File: config.mk
export PLATFORM = sky130hd
export DESIGN_NAME = fifo_event_arbiter
export DESIGN_NICKNAME = d
export VERILOG_FILES = /design/src/rtl/fifo_event_arbiter.sv
export SDC_FILE = /design/constraint.sdc
export NUM_CORES = 1
export LEC_CHECK = 0
export CAP_MARGIN = 20
export CORE_UTILIZATION = 37
export CTS_CLUSTER_DIAMETER = 200
export CTS_CLUSTER_SIZE = 25
export DETAILED_ROUTE_END_ITERATION = 16
export PLACE_DENSITY_LB_ADDON = 0.1
export SYNTH_ARGS = -nofsm -noshare
export SYNTH_HDL_FRONTEND = slang
export SYNTH_SLANG_ARGS = --single-unit
File: constraint.sdc
create_clock -name clk -period 2.1 [get_ports clk]
set_clock_uncertainty 0.2 [all_clocks]
set_input_delay 0.315 -clock clk [delete_from_list [all_inputs] [get_ports clk]]
set_output_delay 0.315 -clock clk [all_outputs]
set_load 0.02 [all_outputs]
File: src/rtl/fifo_event_arbiter.sv
`default_nettype none
// fifo_event_arbiter: round-robin merge of four event-framed FIFOs into one word stream.
// Optional macro ARB_TIMEOUT_EN adds a mid-event abort after TIMEOUT_CYCLES stalled cycles.
module fifo_event_arbiter #(
    parameter int TIMEOUT_CYCLES = 1024
) (
    input  logic        clk,
    input  logic        rst_n,
    input  logic [3:0]  fifo_empty_i,
    input  logic [3:0]  fifo_valid_i,
    input  logic [91:0] fifo_data_i,
    output logic [3:0]  read_enable_o,
    input  logic        hold_in_i,
    output logic [22:0] data_out_o,
    output logic        dv_o,
    output logic [1:0]  src_ch_o,
    output logic        busy_o,
    output logic        timeout_err_o
);

    typedef enum logic [1:0] {
        S_IDLE = 2'd0,
        S_REQ  = 2'd1,
        S_WAIT = 2'd2
    } state_t;

    state_t      state_q, state_d;
    logic [1:0]  grant_q, grant_d;
    logic [1:0]  last_grant_q, last_grant_d;
    logic [1:0]  rdy_q;
    logic [22:0] data_out_q, data_out_d;
    logic [1:0]  src_ch_q, src_ch_d;
    logic        dv_q, dv_d;
    logic [22:0] word;
    logic [2:0]  pick;
    logic        rd_block;

    // Returns {found, channel}; the last grant itself has the lowest priority.
    function automatic logic [2:0] rr_pick(input logic [1:0] last, input logic [3:0] empty);
        logic [2:0] sel;
        logic [1:0] idx;
        sel = 3'b000;
        for (int i = 4; i >= 1; i--) begin
            idx = last + 2'(i);
            if (!empty[idx]) begin
                sel = {1'b1, idx};
            end
        end
        return sel;
    endfunction

    assign pick = rr_pick(last_grant_q, fifo_empty_i);

    always_comb begin
        case (grant_q)
            2'd0:    word = fifo_data_i[22:0];
            2'd1:    word = fifo_data_i[45:23];
            2'd2:    word = fifo_data_i[68:46];
            default: word = fifo_data_i[91:69];
        endcase
    end

`ifdef ARB_TIMEOUT_EN
    localparam int CW = (TIMEOUT_CYCLES > 1) ? $clog2(TIMEOUT_CYCLES) : 1;
    localparam logic [CW-1:0] C_TMO_LAST = CW'(TIMEOUT_CYCLES - 1);

    logic [CW-1:0] cnt_q, cnt_d;
    logic [3:0]    discard_q, discard_d;
    logic          terr_q, terr_d;
    logic          capture;

    assign capture       = (state_q == S_WAIT) && fifo_valid_i[grant_q];
    // A channel whose read was abandoned stays unread until its stale word drains.
    assign rd_block      = discard_q[grant_q];
    assign timeout_err_o = terr_q;
`else
    assign rd_block      = 1'b0;
    assign timeout_err_o = (TIMEOUT_CYCLES < 0);
`endif

    always_comb begin
        state_d       = state_q;
        grant_d       = grant_q;
        last_grant_d  = last_grant_q;
        data_out_d    = data_out_q;
        src_ch_d      = src_ch_q;
        dv_d          = 1'b0;
        read_enable_o = 4'b0000;
`ifdef ARB_TIMEOUT_EN
        cnt_d         = cnt_q;
        terr_d        = 1'b0;
        discard_d     = discard_q & ~fifo_valid_i;
`endif
        case (state_q)
            S_IDLE: begin
                if (rdy_q[1] && !hold_in_i && pick[2]) begin
                    grant_d = pick[1:0];
                    state_d = S_REQ;
                end
            end
            S_REQ: begin
                if (!fifo_empty_i[grant_q] && !hold_in_i && !rd_block) begin
                    read_enable_o[grant_q] = 1'b1;
                    state_d                = S_WAIT;
                end
            end
            S_WAIT: begin
                if (fifo_valid_i[grant_q]) begin
                    data_out_d = word;
                    src_ch_d   = grant_q;
                    dv_d       = 1'b1;
                    if (word[22]) begin
                        last_grant_d = grant_q;
                        state_d      = S_IDLE;
                    end else begin
                        state_d = S_REQ;
                    end
                end
            end
            default: state_d = S_IDLE;
        endcase
`ifdef ARB_TIMEOUT_EN
        if (state_q == S_IDLE || capture) begin
            cnt_d = '0;
        end else if (cnt_q == C_TMO_LAST) begin
            cnt_d         = '0;
            read_enable_o = 4'b0000;
            data_out_d    = 23'h5FFFFF;
            src_ch_d      = grant_q;
            dv_d          = 1'b1;
            terr_d        = 1'b1;
            last_grant_d  = grant_q;
            state_d       = S_IDLE;
            if (state_q == S_WAIT) begin
                discard_d[grant_q] = 1'b1;
            end
        end else begin
            cnt_d = cnt_q + 1'b1;
        end
`endif
    end

    always_ff @(posedge clk or negedge rst_n) begin
        if (!rst_n) begin
            state_q      <= S_IDLE;
            grant_q      <= 2'd0;
            last_grant_q <= 2'd3;
            rdy_q        <= 2'b00;
            data_out_q   <= 23'd0;
            src_ch_q     <= 2'd0;
            dv_q         <= 1'b0;
        end else begin
            state_q      <= state_d;
            grant_q      <= grant_d;
            last_grant_q <= last_grant_d;
            rdy_q        <= {rdy_q[0], 1'b1};
            data_out_q   <= data_out_d;
            src_ch_q     <= src_ch_d;
            dv_q         <= dv_d;
        end
    end

`ifdef ARB_TIMEOUT_EN
    always_ff @(posedge clk or negedge rst_n) begin
        if (!rst_n) begin
            cnt_q     <= '0;
            discard_q <= 4'b0000;
            terr_q    <= 1'b0;
        end else begin
            cnt_q     <= cnt_d;
            discard_q <= discard_d;
            terr_q    <= terr_d;
        end
    end
`endif

    assign data_out_o = data_out_q;
    assign dv_o       = dv_q;
    assign src_ch_o   = src_ch_q;
    assign busy_o     = (state_q != S_IDLE);

endmodule
`default_nettype wire

==> results of run 1 <==
==> registers in the layout (all words and copies together) (netlist names) <==
register      cells
last_grant_q      2
grant_q           2
dv_o              1
state_q           2
src_ch_o          2
data_out_o       23
rdy_q             2
==> critical path, cell delays in order, from the launching register on <==
cell and delay, ns:
dfrtp_2 0.38, buf_4 0.15, mux4_2 0.55, buf_4 0.16, nand3_1 0.16, mux2_2 0.36
==> timing repair <==
| action | in CTS | in global routing |
|---|---|---|
| endpoints found under the setup margin | 5 | 1 |
| hold endpoints to repair | 32 | 0 |
| hold buffers | 1 | 0 |
| resized for setup | 23 | 1 |
==> cells in the final DEF, fill, tap and decap left out, types with 2 or more instances in the layout <==
cell	instances
nand3_1	2
buf_12	3
clkdlybuf4s50_1	127
conb_1	2
nor2b_1	3
mux2i_1	2
mux2_2	16
nor3_1	4
nand4_1	2
inv_1	4
dfrtp_1	31
a41oi_1	2
o21ai_0	3
mux4_2	25
clkbuf_8	6
mux2_4	10
dfstp_2	2
nor2_1	4
buf_2	5
buf_4	14
==> path summary, 6_finish.rpt <==
kind                            start              end  depth (start not counted)
setup / recovery           grant_q[0]  last_grant_q[1]                          5
hold / removal               rdy_q[0]         rdy_q[1]                          0
setup reg to reg           grant_q[0]  last_grant_q[1]                          5
hold reg to reg              rdy_q[0]         rdy_q[1]                          0
max in group asynchronous       rst_n  last_grant_q[0]                          3
min in group asynchronous       rst_n             dv_o                          3
==> power by group <==
group / total [µW] / internal (µW) / leakage (µW) / switching, µW
clock: 489 / 264 / 0.0000482 / 225
combinational: 2590 / 1530 / 0.00108 / 1050
sequential: 1150 / 965 / 0.000407 / 180
total: 4220 / 2760 / 0.00154 / 1460
==> routing by layer <==
| layer | GRT usage, % | wire length (µm) | up-vias |
|---|---|---|---|
| met2 | 34.2 | 2760 | 87 |
| met1 | 23.1 | 2190 | 884 |
| met4 | 8.68 | 130 | 0 |
| met3 | 4.71 | 419 | 11 |
| li1 | - | - | 840 |
| met5 | 0 | 0 | - |
==> kinds of logic (layout without fill, tap and decap cells) <==
family,after synthesis,count (layout)
compound gates,12,12
buf+inv,14,163
simple gates,23,23
other cells,2,2
mux,53,53
flops,34,34
==> area by class of cell <==
class                      instances  area [µm²]
timing repair buffer             151        1480
clock buffer                       7        86.3
sequential                        34         855
multi-input combinational         90        1160
inverter                           4        15.0
clock inverter                     1        5.00
tap                               72        90.1
fill                             435        1780
==> metrics by stage <==
stage / util [%] / setup TNS [ns] / hold slack [ns] / std cells
3_5_place_dp: 65.7 / -3.49 / 0.144 / 350
3_3_place_gp: 65.7 / -3.04 / 0.133 / 350
4_1_cts: 67.4 / 0 / 0.159 / 359
6_report: 67.4 / 0 / 0.156 / 359
5_1_grt: 67.4 / 0 / 0.178 / 359
2_1_floorplan: - / 0 / -0.181 / 138
==> run summary, run 1 <==
Fin area -> 3690 µm²
WP data required -> 2.12 ns
Post-synth top area share -> 38.1%
Synth top cells by count -> dfrtp_1, mux4_2, mux2_2
Layout cells sized above 1 -> 30.7%
Placer Congestion -> 0.827
Via Count -> 1822
Cell taking the most area after synthesis -> dfrtp_1
Syn_nets -> 241
DPL Wire Length -> 4390 µm
Most common cell in the netlist -> dfrtp_1
Die Ht -> 77.3 µm
Max Fclk -> 0.494 GHz
Critical path peak fanout -> 3
Final worst path period need -> 2.02 ns
Via density -> 5.08
Leakage -> 0.00154 µW
Port-buffer cells -> 133
Ys async rst share -> 100%
Die Footprint -> 5980 µm²
CTS Buffer Depth -> 2
Seq/Total Area, Yosys -> 40.6%
Design Power -> 4220 µW
Worst setup SP type -> flip-flop
DRC viols -> 0
Initial antenna violation count -> 0
Maximum vdd ir drop -> 0.969 mV
GRT overflow -> 0
Routed Antenna Nets -> 0
CTS root buffer -> clkbuf_8
Cell Pwr Density -> 1140 nW/µm²
Cts bufs inserted -> 5
Initial Utilization -> 38.4%
Status -> complete, no violations
Main synth FF type -> dfrtp_1
Final WS setup -> 0.0776 ns
FF+latch count, synth -> 34
Simple-gate share of the synthesized area -> 6.32%
Post-Synth XOR/XNOR Area -> 0%
Mean Syn Cell Area -> 15.2 µm²
Setup CP Type -> flip-flop to flip-flop
WP data arrival -> 2.04 ns
WL final -> 5490 µm
CTS tree -> yes
Largest net degree at the start of global routing -> 35
Max Cap Viol -> 0
Final period util -> 96.3%
Post-synthesis compound-gate area fraction -> 4.35%
Placed cell areas -> 3600 µm²
First-pass detailed-route iteration total -> 6
HP Class -> flip-flop to flip-flop
Area growth, synth to finish -> 75.8%
N_diodes -> 0
Clk sink count -> 34
Unique masters post-synth -> 34
Mux contribution to synthesized area -> 43.5%
Register-to-register setup slack -> 0.08 ns
Final Hold Viols -> 0
Clk slew on worst S/H paths -> 0.06 ns
Top post-synthesis cells by area -> dfrtp_1, mux4_2, mux2_2
Ys Warns -> 0
Worst-skew pair later-pin latency -> 0.28 ns
# IOs -> 135
First-pass GRT wire length -> 9140 µm
CP endpoint kind -> flip-flop
Post-Synth Adder-Cell Area -> 0%
Unrepaired setup endpoints after global routing -> no
Final setup vio count -> 0
Slew Limit Fails -> 0
Largest family of logic cells by synthesized area -> multiplexers
Total GRT Usage -> 19.7%
Core ar. -> 5470 µm²
Rows -> 27
CTS H-Tree Depth -> 2
Routed length per placed instance -> 15.3 µm
Pre-CTS setup slack -> -0.426 ns
Layout Nets -> 389
Synth Cell Area -> 2100 µm²
Starting DRC count in detailed routing -> 43
Number of synthesized flops with an enable pin -> 0
Die width -> 77.3 µm
Cells after synthesis -> 138
Vias in the first global route -> 1950
Setup Fix Bufs, Post-CTS -> 0
(Power assumes the default switching activity.)
==> run 2: changes to the inputs <==
--- a/config.mk
+++ b/config.mk
@@ -5,10 +5,12 @@
 export SDC_FILE = /design/constraint.sdc
 export NUM_CORES = 1
 export LEC_CHECK = 0
+export ABC_AREA = 1
+export ABC_CLOCK_PERIOD_IN_PS = 2100
 export CAP_MARGIN = 20
 export CORE_UTILIZATION = 37
 export CTS_CLUSTER_DIAMETER = 200
-export CTS_CLUSTER_SIZE = 25
+export CTS_CLUSTER_SIZE = 20
 export DETAILED_ROUTE_END_ITERATION = 16
 export PLACE_DENSITY_LB_ADDON = 0.1
 export SYNTH_ARGS = -nofsm -noshare
==> run 2 against run 1 <==
The flow now finishes with violations (setup timing). Wire length is 27% higher. Worst hold slack worse by 0.0030 ns. Sequential cell count stayed put. Largest cell class unchanged. Register-to-register slack better by 0.06 ns. Critical path type is now flip-flop to output pin. Non-clock buffer count stayed put. Synthesized cell count is 140% higher. Setup slack worse by 0.11 ns. Die area is 1.4% higher. Global-route usage is 5.1 points higher. Sequential share of layout area is 0.41 points lower.
==> run summary, run 2 <==
Status -> finished, violations left
Failing checks -> setup timing
Met2 routed WL -> 3490 µm (+27%)
Seq/Total Area, Yosys -> 40.1% (-0.57 points)
Cts bufs inserted -> 5 (unchanged)
Ys Warns -> 0 (unchanged)
Top post-synthesis cells by area -> dfrtp_1, nand2_1, nand3_1
Die width -> 77.9 µm (+0.69%)
Setup CP Type -> flip-flop to output pin
Area growth, synth to finish -> 76.2%
Die Ht -> 77.9 µm (+0.69%)
Leakage -> 0.00176 µW (+14%)
CTS root buffer -> clkbuf_8
Cell Pwr Density -> 1180 nW/µm² (+3.0%)
Main synth FF type -> dfrtp_1
Synth Cell Area -> 2130 µm² (+1.4%)
Synth top cells by count -> nand2_1, dfrtp_1, nand3_1
Slew @ Worst Pin -> 0.791 ns
Layout Nets -> 572 (+47%)
Hold_ws -> 0.153 ns (-0.00303 ns)
Pre-CTS setup slack -> -0.440 ns (-0.0145 ns)
Via Count -> 2565 (+41%)
Starting DRC count in detailed routing -> 100 (+130%)
Final worst path period need -> 2.13 ns (+0.109 ns)
Commonest non-fill, non-tap cell in the layout -> nand2_1
Setup crit end -> read_enable_o[3]
Syn_nets -> 429 (+78%)
Final period util -> 101% (+5.2 points)
Total GRT Usage -> 24.8% (+5.1 points)
Top Layer Used -> met4
Max Cap Viol -> 0 (unchanged)
Slew Limit Fails -> 0 (unchanged)
Via density -> 4.73 (-6.8%)
Maximum vdd ir drop -> 0.669 mV (-31%)
FF+latch count, synth -> 34 (unchanged)
Number of synthesized flops with an enable pin -> 0 (unchanged)
CP endpoint kind -> output pin
DPL Wire Length -> 5220 µm (+19%)
Max_slew headroom -> 47.3%
Mean Syn Cell Area -> 6.53 µm² (-57%)
Setup TNS Final -> -0.0655 ns (-0.0655 ns)
# IOs -> 135 (unchanged)
DRC viols -> 0 (unchanged)
Routed length per placed instance -> 12.9 µm (-16%)
Util after Layout -> 67.7% (+0.28 points)
Unrepaired setup endpoints after global routing -> yes
Die Footprint -> 6060 µm² (+1.4%)
Worst reg2reg path depth -> 10 (+5)
Final WS setup -> -0.0310 ns (-0.109 ns)
Most common cell in the netlist -> nand2_1
Post-synth top area share -> 37.6% (-0.54 points)
Core ar. -> 5540 µm² (+1.2%)
Rows -> 27 (unchanged)
Commonest non-fill, non-tap cells in the layout -> nand2_1, clkdlybuf4s50_1, dfrtp_1
CTS Buffer Depth -> 2 (unchanged)
Port-buffer cells -> 133 (unchanged)
Critical path peak fanout -> 5 (+2)
N_diodes -> 0 (unchanged)
Cell taking the most area after synthesis -> dfrtp_1
Worst reg2reg path endpoint -> data_out_o[20]
Max reg flops -> 23 (unchanged)
GRT overflow -> 0 (unchanged)
Crit path from -> grant_q[0]
Final Hold Viols -> 0 (unchanged)
WP data required -> 1.58 ns (-0.54 ns)
Ys async rst share -> 100% (unchanged)
Routed Antenna Nets -> 0 (unchanged)
WL final -> 6990 µm (+27%)
HP Class -> flip-flop to flip-flop
First-pass detailed-route iteration total -> 4 (-2)
Routed wl met3 -> 498 µm (+19%)
Initial Utilization -> 38.4% (+0.074 points)
Vias in the first global route -> 2646 (+36%)
Placer Congestion -> 0.877 (+6.0%)
Routed met1 length -> 2840 µm (+30%)
CTS tree -> yes
Unique masters post-synth -> 25 (-26%)
Worst-skew pair later-pin latency -> 0.29 ns (about the same)
First-pass GRT wire length -> 11700 µm (+28%)
RR Startpoint -> grant_q[0]
Fin area -> 3750 µm² (+1.7%)
Initial antenna violation count -> 0 (unchanged)
CTS H-Tree Depth -> 2 (unchanged)
Worst setup SP type -> flip-flop
Register-to-register setup slack -> 0.14 ns (+0.06 ns)
Placed cell areas -> 3580 µm² (-0.45%)
Max Fclk -> 0.469 GHz (-5.1%)
Largest net degree at the start of global routing -> 50 (+43%)
Final setup vio count -> 3 (+3)
Layout cells sized above 1 -> 11.5% (-19 points)
Clk sink count -> 34 (unchanged)
Cells after synthesis -> 326 (+140%)
Clk slew on worst S/H paths -> 0.07 ns (about the same)
WP data arrival -> 1.62 ns (-0.42 ns)
-- run 2: cell count changes after synthesis, sizes merged, moves of 6 or more --
cell    previous run  this run
o21ai              3        27
nand2              2       157
a21oi              1        23
nor2               4        17
inv                4        18
mux2              26         0
clkbuf             1         7
nand3              2        28
mux4              25         0
-- run 2: timing repair --
item | CTS | global route
endpoints found under the hold margin | 32 | 0
gates cloned | 0 | 0
setup endpoints to repair | 4 | 32
setup buffers | 1 | 1
hold buffers | 1 | 0
gates resized for setup | 20 | 18
pin swaps | 0 | 1
-- run 2: how the worst min path moves through the flow --
stage,startpoint,to,slack [ns],depth (start not counted)
global route,rdy_q[0],rdy_q[1],0.17,0
floorplan,rst_n,data_out_o[0],-0.18,0
CTS,rdy_q[0],rdy_q[1],0.16,0
global placement,rdy_q[0],rdy_q[1],0.13,0
finish,rdy_q[0],rdy_q[1],0.15,0
detailed placement,rdy_q[0],rdy_q[1],0.14,0
-- run 2: routing by layer --
layer,track usage [%],up-vias
li1,-,1320
met1,26.8,1134
met2,46.1,97
met3,7.18,14
met4,7.92,0
met5,0,-
-- run 2: report_power, final --
part           switching [µW]  internal [µW]  leakage (µW)
clock                     242            331     0.0000575
sequential                163            924      0.000428
combinational            1570           1190       0.00127
total                    1970           2450       0.00176
-- run 2: cell type report --
| cell class | count | area [µm²] |
|---|---|---|
| clock buffer | 8 | 110 |
| inverter | 18 | 75.1 |
| timing repair buffer | 151 | 1470 |
| fill | 491 | 1790 |
| sequential | 34 | 853 |
| tap | 72 | 90.1 |
| multi-input combinational | 259 | 1150 |
-- run 2: cell families after synthesis --
group           share of synthesized area, %
other cells                            0.353
flops                                   40.1
compound gates                          13.0
buf+inv                                 6.99
simple gates                            39.6
-- run 2: through the flow --
step	cells	power, µW
floorplan	326	2660
global placement	531	3740
detailed placement	531	3790
CTS	541	4390
global route	542	4830
finish	542	4420
-- run 2: critical path: stages (launching register included) --
cell and delay (ns):
dfrtp_1 0.41, inv_2 0.09, nand2_2 0.10, nor2_2 0.04
nor2_1 0.08, nand4_1 0.16, inv_2 0.11, nand2_4 0.07
nor2_1 0.12, buf_4 0.16
==> run 3: changes to the inputs <==
--- a/config.mk
+++ b/config.mk
@@ -13,6 +13,7 @@
 export CTS_CLUSTER_SIZE = 20
 export DETAILED_ROUTE_END_ITERATION = 16
 export PLACE_DENSITY_LB_ADDON = 0.1
+export SKIP_CTS_REPAIR_TIMING = 1
 export SYNTH_ARGS = -nofsm -noshare
 export SYNTH_HDL_FRONTEND = slang
 export SYNTH_SLANG_ARGS = --single-unit
==> run 3 against run 2 <==
The flow still finishes with violations (setup timing). Via count up 0.31%. Wire length unchanged. Non-clock buffer count down 1. Sequential power about the same. Critical endpoint is now read_enable_o[1]. Register-to-register slack about the same. Worst hold slack better by 0.0018 ns. Sequential cell count unchanged. Count of clock-buffer cells in the layout unchanged. Die area unchanged.
==> run summary, run 3 (same netlist as run 2, synthesis figures left out) <==
CTS Buffer Depth -> 2 (unchanged)
Commonest non-fill, non-tap cell in the layout -> nand2_1
Most Crowded Layer GR -> met2
Final WS setup -> -0.0306 ns (+0.000386 ns)
Die Footprint -> 6060 µm² (unchanged)
P_sw -> 1970 µW (-0.19%)
Worst setup SP type -> flip-flop
Die Ht -> 77.9 µm (unchanged)
Largest net degree at the start of global routing -> 50 (unchanged)
Placer Congestion -> 0.877 (unchanged)
Final period util -> 101% (about the same)
Worst path most repeated cell -> inv_2
Via density -> 4.76 (+0.50%)
Max reg flops -> 23 (unchanged)
Fin area -> 3740 µm² (-0.20%)
Hold_ws -> 0.155 ns (+0.00176 ns)
Vias in the first global route -> 2633 (-0.49%)
Die width -> 77.9 µm (unchanged)
GRT overflow -> 0 (unchanged)
Leakage -> 0.00175 µW (-0.25%)
Max Fclk -> 0.469 GHz (about the same)
Total GRT Usage -> 24.7% (-0.13 points)
WP data arrival -> 1.62 ns (about the same)
Port-buffer cells -> 133 (unchanged)
Setup TNS Final -> -0.0306 ns (+0.0349 ns)
DPL Wire Length -> 5220 µm (unchanged)
Core ar. -> 5540 µm² (unchanged)
Via Count -> 2573 (+0.31%)
Cell Pwr Density -> 1180 nW/µm² (-0.11%)
Final worst path period need -> 2.13 ns (-0.000385 ns)
Sw frac -> 44.7% (+0.052 points)
WP buf/inv -> 3 (unchanged)
Clk sink count -> 34 (unchanged)
Unrepaired setup endpoints after global routing -> yes
Slew @ Worst Pin -> 0.788 ns (-0.00319 ns)
Failing checks -> setup timing
Setup CP Type -> flip-flop to output pin
Hold path cells -> 0 (unchanged)
Crit path max-delay family -> simple AND/OR/NAND/NOR gates
Multi-input logic area -> 1150 µm² (unchanged)
Largest stage delay, worst path -> 0.41 ns (about the same)
WP data required -> 1.58 ns (about the same)
Crit. path cell count -> 9 (unchanged)
Rows -> 27 (unchanged)
# IOs -> 135 (unchanged)
Worst reg2reg path depth -> 10 (unchanged)
Critical path peak fanout -> 5 (unchanged)
Fill cells -> 494 (+0.61%)
Initial antenna violation count -> 0 (unchanged)
CP endpoint kind -> output pin
CP cell instances -> inv_2, nand2_2, nor2_2, nor2_1, nand4_1, inv_2, nand2_4, nor3_2, buf_4
CTS root buffer -> clkbuf_8
Clock network fraction of total power -> 13.0% (about the same)
Worst-skew pair later-pin latency -> 0.29 ns (about the same)
P_int -> 2440 µW (-0.40%)
CTS H-Tree Depth -> 2 (unchanged)
Slew Limit Fails -> 0 (unchanged)
CTS tree -> yes
Layout Nets -> 571 (-0.17%)
First-pass GRT wire length -> 11700 µm (-0.53%)
Area growth, synth to finish -> 75.9%
Routed length per placed instance -> 12.9 µm (+0.18%)
Routed Antenna Nets -> 0 (unchanged)
Met1 Use GR -> 26.7% (-0.073 points)
DRC viols -> 0 (unchanged)
FF/Latch Area -> 853 µm² (unchanged)
N_diodes -> 0 (unchanged)
HP Class -> flip-flop to flip-flop
Gate power share -> 62.3% (-0.2 points)
Cts bufs inserted -> 5 (unchanged)
Max_slew headroom -> 47.5% (+0.21 points)
Placed cell areas -> 3580 µm² (unchanged)
Layout cells sized above 1 -> 11.3% (-0.19 points)
WL final -> 6990 µm (unchanged)
Pre-CTS setup slack -> -0.440 ns (unchanged)
Initial Utilization -> 38.4% (unchanged)
Flop pwr share -> 24.7% (about the same)
Slowest CP cell -> dfrtp_1
Commonest non-fill, non-tap cells in the layout -> nand2_1, clkdlybuf4s50_1, dfrtp_1
Met2 Use GR -> 45.8% (-0.35 points)
Starting DRC count in detailed routing -> 79 (-21%)
Final setup vio count -> 1 (-2)
First-pass detailed-route iteration total -> 4 (unchanged)
GRT met3 Usage -> 7.18% (unchanged)
Max Cap Viol -> 0 (unchanged)
Clk slew on worst S/H paths -> 0.07 ns (about the same)
Maximum vdd ir drop -> 0.669 mV (+0.12%)
Final Hold Viols -> 0 (unchanged)
Status -> finished, violations left
[run 3: cell types whose count changed in the layout (fill, tap and decap cells not counted)]
cell	delta
buf_4	-1
[run 3: worst paths after layout]
check	startpoint	to	slack (ns)
max reg2reg	grant_q[0]	data_out_o[5]	0.15
min reg2reg	rdy_q[0]	rdy_q[1]	0.15
min	rdy_q[0]	rdy_q[1]	0.15
max in group asynchronous	rst_n	rdy_q[0]	0.75
max	grant_q[0]	read_enable_o[1]	-0.03
min in group asynchronous	rst_n	data_out_o[19]	0.46
[run 3: metal layers]
metal  up-vias  share of wire [%]
met4         0                2.2
met3        14                7.2
met2        97                 50
li1       1319                  -
met5         -                  0
met1      1143                 41
[run 3: metrics by stage]
step           util (%)  power, µW  cells
6_report           67.6       4410    541
5_1_grt            67.6       4820    541
4_1_cts            66.6       4380    539
3_5_place_dp       64.6       3790    531
3_3_place_gp       64.6       3740    531
2_1_floorplan         -       2660    326
[run 3: cell type report]
class                      instances  area share, %
tap                               72           2.41
inverter                          18           2.00
multi-input combinational        259           30.8
sequential                        34           22.8
timing repair buffer             150           39.1
clock buffer                       8           2.94
[run 3: worst register-to-register path, stage by stage, from the launching register on]
cell,delay [ns]
dfrtp_1,0.42
buf_4,0.17
nor2_4,0.12
buf_6,0.23
nand2_1,0.08
nand2_1,0.08
nor2_2,0.06
nor2_4,0.17
inv_8,0.13
nand2_1,0.11
o21ai_0,0.08
[run 3: power groups by stage]
stage | Combinational [µW] | Sequential, µW | Clock, µW
after floorplan | 1330 | 1330 | 0
after global placement | 2660 | 1090 | 0
after detailed placement | 2690 | 1100 | 0
after CTS | 2710 | 1090 | 582
after global routing | 3080 | 1120 | 617
final | 2750 | 1090 | 574
